==> src/rtl/entropy_pool.sv <==
`default_nettype none
// ============================================================================
// Module      : entropy_pool
// Description : Folds a WIDTH-bit entropy word into a (WIDTH-1)-bit rotating
//               pool every clock and emits pool bit 0 as a serial random bit.
//               The odd pool length makes successive words land on different
//               bit alignments, so every input bit eventually reaches e_bit.
// Revision    : 1.0 - initial release
// ============================================================================
module entropy_pool #(
  parameter int WIDTH = 16  // entropy word width, must be >= 3
) (
  input  logic             clk,
  input  logic             rst_n,
  input  logic [WIDTH-1:0] e_word,
  output logic             e_bit
);

  localparam int c_POOL_W = WIDTH - 1;

  // Pool state and its combinational next value (kept as named nets so they
  // stay visible hierarchically).
  logic [c_POOL_W-1:0] e_pool;
  logic [c_POOL_W-1:0] e_pool_mod;

  logic [c_POOL_W-1:0] w_rot;
  logic [c_POOL_W-1:0] w_fold;

  // Rotate right by one so bit 0 wraps to the pool MSB.
  assign w_rot = {e_pool[0], e_pool[c_POOL_W-1:1]};

  // The word MSB has no pool slot of its own; fold it onto the pool MSB.
  assign w_fold = e_word[c_POOL_W-1:0] ^ {e_word[WIDTH-1], {(c_POOL_W-1){1'b0}}};

  // XOR mixing; an all-zero word leaves a pure rotation.
  assign e_pool_mod = w_rot ^ w_fold;

  // Pool register: cleared asynchronously, otherwise updated every edge.
  always_ff @(posedge clk or negedge rst_n) begin
    if (!rst_n) begin
      e_pool <= '0;
    end else begin
      e_pool <= e_pool_mod;
    end
  end

  // Serial output comes straight from the registered pool LSB.
  assign e_bit = e_pool[0];

endmodule
`default_nettype wire

==> config.mk <==
export PLATFORM = sky130hd
export DESIGN_NAME = entropy_pool
export DESIGN_NICKNAME = d
export VERILOG_FILES = /design/src/rtl/entropy_pool.sv
export SDC_FILE = /design/constraint.sdc
export NUM_CORES = 1
export LEC_CHECK = 0
export CAP_MARGIN = 30
export CELL_PAD_IN_SITES_DETAIL_PLACEMENT = 1
export CELL_PAD_IN_SITES_GLOBAL_PLACEMENT = 1
export CORE_MARGIN = 2
export CORE_UTILIZATION = 30
export CTS_BUF_LIST = sky130_fd_sc_hd__clkbuf_2
export DETAILED_ROUTE_END_ITERATION = 8
export GPL_TIMING_DRIVEN = 0
export PLACE_DENSITY = 0.81
export SYNTH_ARGS = -nofsm -noshare
export SYNTH_HDL_FRONTEND = slang
export SYNTH_SLANG_ARGS = --single-unit
==> constraint.sdc <==
create_clock -name clk -period 0.8 [get_ports clk]
set_input_delay 0.12 -clock clk [delete_from_list [all_inputs] [get_ports clk]]
set_output_delay 0.12 -clock clk [all_outputs]
set_load 0.05 [all_outputs]
==> results.cfg, run 1 <==
[clocking]
clk_pin_slew_ns = 0.13
cts-buffers-inserted = 3
clkSinkCount = 15
cts_tree = done
cts.path.max_buffers = 2
clockRootBuffer = clkbuf_2
h-tree-depth = 1
clock_latency_ns = 0.26

[grt]
grt_pass1_wl_microns = 1250
antenna_found_initial = 0
gr-usage-all-layers = 0.0938
grt_pass1_vias = 314
gr-total-overflow = 0
grt_max_degree = 16

[synth]
synthTopCellsByArea = dfrtp_1 (72%), xor2_1 (24%), xor3_1 (4.6%)
yosys.area.top_type_share = 0.719
ys_seq_area_frac = 0.719
synth.ff_latch_count = 15
synth_cell_types = 3
syn_nets = 48
syn_area_sq_um = 522
syn_avg_cell_area_sq_um = 17.4
ys_warn_count = 0
synth_top_area_cell = dfrtp_1
syn_inst = 30

[critical_path]
start_kind = register
cp_num_buf_inv = 1
r2r-end = e_pool[14]$_DFF_PN0_
r2r_setup_slack_ns = -0.16
worst_path_largest_cell_delay_ns = 0.43
worstPathArrival_ns = 0.85
required_ns = 0.68
crit_chain = buf_6
path_max_fanout = 2
r2r_cells = 3
crit_family = flip-flops
crit-reg2reg-launch = e_pool[0]$_DFF_PN0_
cp-end-kind = output port
slowest_stage = dfrtp_2
critical_path_class = register to output port

[floorplan]
core_sq_um = 1690
die_w_microns = 45.7
initial_core_util = 0.309
num_io_pins = 19
die-height_microns = 45.7
rows = 15
die_area_sq_um = 2090

[pwr]
p_clk_frac = 0.149
sw_frac_of_total = 0.285
power_density_nw_per_um2 = 3030
p_sw_uw = 660
p_leak_nw = 0.349
peakVddDrop_v = 0.00105
pwr-share-seq = 0.574
power.internal_mw = 1.66
pwr-share-comb = 0.277
power_mw = 2.32

[final_layout]
drive_above_1_share = 0.148
layout.nets = 73
reg.largest.list = e_pool x15
final_cell_area_sq_um = 764
antenna_cells = 0
fin_cells = 71
area.growth.synth_to_final_pct = 46.5
largest_reg_flops = 15
top_register = e_pool

[route]
top_layer = met4
ant_nets = 0
viasPerCell = 4.11
route.met3.wl_microns = 72
dr_wl_met2_microns = 329
dr.first_iter.drc_count = 0
wl_per_cell_microns = 10.8
via_count = 292
wl_met1_microns = 357
totalWireLength_microns = 768
drt-pass1-iter-count = 1
drc = 0

[run]
max_cap_violations = 0

[sta]
min_period_ns = 0.966
hold_violations = 0
setup_viol = 2
grt_setup_unrepaired = true
max_freq_ghz = 1.04
fin_skew_ns = 0.00365
maxSlewViolCount = 0
worst_pin_slew_ns = 0.637
max_slew_margin = 0.574
fin_ws_ns = -0.166
period_share = 1.21
fin_tns_setup_ns = -0.327

[placed_design]
io_buffers = 18
hpwlAfterDp_microns = 547
placed_area_sq_um = 724
dp.cells = 65
place.gp.congestion = 0.561

[outcome]
status = finished with violations
violations = setup timing

[worst_hold_path]
hold_path.class = input port to async pin
cell usage after synthesis:
master and number:
dfrtp_1 15, xor2_1 14, xor3_1 1
worst register-to-register path: cells and delay by family (launching register included):
family	cells	cell delay [ns]
flops	1	0.43
buf+inv	2	0.23
xor+xnor	1	0.19
how the worst max path moves through the flow:
stage                                end  depth (start not counted)  slack [ns]                 from
CTS                                e_bit                          1       -0.18  e_pool[0]$_DFF_PN0_
detailed placement                 e_bit                          1       -0.45  e_pool[0]$_DFF_PN0_
floorplan           e_pool[14]$_DFF_PN0_                          1       -0.09  e_pool[0]$_DFF_PN0_
finish                             e_bit                          1       -0.17  e_pool[0]$_DFF_PN0_
global route                       e_bit                          1       -0.24  e_pool[0]$_DFF_PN0_
global placement                   e_bit                          1       -0.45  e_pool[0]$_DFF_PN0_
layer usage:
layer / track usage / vias up
met3: 0.0357 / 2
met1: 0.0980 / 138
met5: 0 / -
met2: 0.144 / 14
met4: 0.0857 / 0
li1: - / 138
power by group through the flow:
stage | Clock, mW | Sequential, mW | Combinational, mW
2_1_floorplan | 0 | 1.41 | 0.244
3_3_place_gp | 0 | 1.34 | 0.535
3_5_place_dp | 0 | 1.35 | 0.538
4_1_cts | 0.371 | 1.34 | 0.598
5_1_grt | 0.424 | 1.37 | 0.699
6_report | 0.345 | 1.33 | 0.642
cells in the final DEF, fill, tap and decap left out, drive strengths merged:
master         netlist  final
clkbuf               0      4
buf                  0      3
xor2                14     14
xor3                 1      1
clkdlybuf4s50        0     17
dfrtp               15     15
per-stage QoR:
step	worst slack (ns)	util	hold WS (ns)
after floorplan	-0.0879	-	-0.176
after global placement	-0.449	0.429	0.425
after detailed placement	-0.449	0.429	0.425
after CTS	-0.185	0.446	0.240
after global routing	-0.238	0.453	0.244
final	-0.166	0.453	0.234
final cells by class:
class / count / area, sq um
Fill cell: 175 / 925
Sequential cell: 15 / 377
Timing Repair Buffer: 20 / 200
Multi-Input combinational cell: 15 / 146
Tap cell: 17 / 21.3
Clock buffer: 4 / 20.0
cell families (layout without fill, tap and decap cells):
| logic type | Yosys count | count (layout) | share of synthesized area |
|---|---|---|---|
| DFF | 15 | 15 | 0.719 |
| buffers and inverters | 0 | 24 | 0 |
| xor gates and xnor gates | 15 | 15 | 0.281 |
what timing repair did:
item	in CTS	in global routing
endpoints found under the setup margin	2	2
setup buffers	1	1
gates resized for setup	7	1
hold buffers	0	0
pin swaps	0	0
endpoints found under the hold margin	0	0
No activity file was read; power rests on OpenSTA's default activity.
==> run 2, diff against run 1 <==
Settings changed: CORE_UTILIZATION 30 to 32, PLACE_DENSITY 0.81 to 0.85.
==> results.cfg, run 2 (synthesis gave the netlist of run 1 again) <==
[sta]
holdWs_ns = 0.205
min_period_ns = 0.985
period_share = 1.23
setup_viol = 2
hold_violations = 0
worst_pin_slew_ns = 0.635
fin_ws_ns = -0.185
maxSlewViolCount = 0
max_slew_margin = 0.575
fin_skew_ns = 0.0107
grt_setup_unrepaired = true
max_freq_ghz = 1.01

[critical_path]
start_kind = register
cp_num_cells = 1
worst_path_largest_cell_delay_ns = 0.44
worstPathArrival_ns = 0.87
crit-reg2reg-launch = e_pool[0]$_DFF_PN0_
required_ns = 0.68
critPathLaunch = e_pool[0]$_DFF_PN0_
path_max_fanout = 2
cp-end-kind = output port
crit_chain = buf_6
crit_family = flip-flops
slowest_stage = dfrtp_2
r2r-end = e_pool[14]$_DFF_PN0_
critical_path_class = register to output port
r2r_cells = 3
critical_path.endpoint = e_bit
cp_num_buf_inv = 1
r2r_setup_slack_ns = -0.16

[final_layout]
fin_cells = 70
layout_common_cells = clkdlybuf4s50_1 (17), xor2_1 (14), dfrtp_1 (14)
layout.nets = 73
fin_util = 0.498
fillers = 158
top_register = e_pool
reg.largest.list = e_pool x15
largest_reg_flops = 15
seqCellArea_sq_um = 377
antenna_cells = 0
multi_input_area_sq_um = 146
final_common_cell = clkdlybuf4s50_1
area.growth.synth_to_final_pct = 45.6
drive_above_1_share = 0.148

[pwr]
power_mw = 2.32
peakVddDrop_v = 0.00106
pwr-share-seq = 0.581
pwr-share-comb = 0.267
p_clk_frac = 0.151
power_density_nw_per_um2 = 3060
power.internal_mw = 1.62
p_leak_nw = 0.347
p_sw_uw = 700
sw_frac_of_total = 0.302

[clocking]
cts.path.max_buffers = 2
h-tree-depth = 1
clockRootBuffer = clkbuf_2
cts_tree = done
cts-buffers-inserted = 3
clkSinkCount = 15
clock_latency_ns = 0.29
clk_pin_slew_ns = 0.15

[placed_design]
hpwlAfterDp_microns = 635
place.gp.congestion = 0.590
dp.cells = 64
io_buffers = 18

[run]
max_cap_violations = 0

[grt]
grt_max_degree = 16
antenna_found_initial = 0
gr-usage-all-layers = 0.111
grt_pass1_vias = 350
grt_pass1_wl_microns = 1410
gr-total-overflow = 0

[floorplan]
die_w_microns = 44.4
die-height_microns = 44.4
initial_core_util = 0.342
num_io_pins = 19
core_sq_um = 1520
rows = 14
die_area_sq_um = 1970

[route]
viasPerCell = 4.36
totalWireLength_microns = 866
wl_per_cell_microns = 12.4
via_count = 305
drc = 0
ant_nets = 0
dr.first_iter.drc_count = 0
drt-pass1-iter-count = 1

[outcome]
status = finished with violations
violations = setup timing

[worst_hold_path]
hold_path.class = input port to async pin
==> run 2: cell count changes in the layout (fill, tap and decap cells not counted), sizes merged <==
cell	previous run	this run
clkbuf	4	3
clkinv	0	1
==> run 2: how the worst min path moves through the flow <==
stage | start | end | cells after the start
CTS | rst_n | e_pool[5]$_DFF_PN0_ | 1
global placement | e_pool[7]$_DFF_PN0_ | e_pool[6]$_DFF_PN0_ | 1
finish | rst_n | e_pool[4]$_DFF_PN0_ | 1
global route | rst_n | e_pool[6]$_DFF_PN0_ | 1
detailed placement | e_pool[14]$_DFF_PN0_ | e_pool[13]$_DFF_PN0_ | 1
floorplan | rst_n | e_pool[0]$_DFF_PN0_ | 0
==> run 2: per-layer routing <==
layer  track usage  wire, microns
met3        0.0857             98
met4        0.0182              0
met5             0              0
met1        0.0914            315
met2         0.209            453
==> run 2: area by class of cell <==
type	instances	share of cell area
sequential	15	0.496
clock buffer	3	0.0198
multi-input combinational	15	0.193
clock inverter	1	0.00659
timing repair buffer	20	0.259
tap	16	0.0264
==> run 2: power by group through the flow <==
stage	clock, mW	combinational, mW	sequential [mW]
after detailed placement	0	0.549	1.37
after floorplan	0	0.244	1.41
after global placement	0	0.522	1.35
final	0.351	0.620	1.35
after global routing	0.416	0.676	1.39
after CTS	0.375	0.599	1.36
==> run 2: stage by stage <==
stage	worst slack (ns)	instance area (sq um)	setup TNS, ns
2_1_floorplan	-0.0879	523	-0.0879
3_3_place_gp	-0.449	723	-3.64
3_5_place_dp	-0.452	723	-4.00
4_1_cts	-0.201	752	-0.238
5_1_grt	-0.235	759	-0.406
6_report	-0.185	759	-0.346
==> run 2: what timing repair did <==
item	CTS	global route
endpoints found under the setup margin	1	2
hold buffers	0	0
setup buffers	1	1
gates resized for setup	7	0
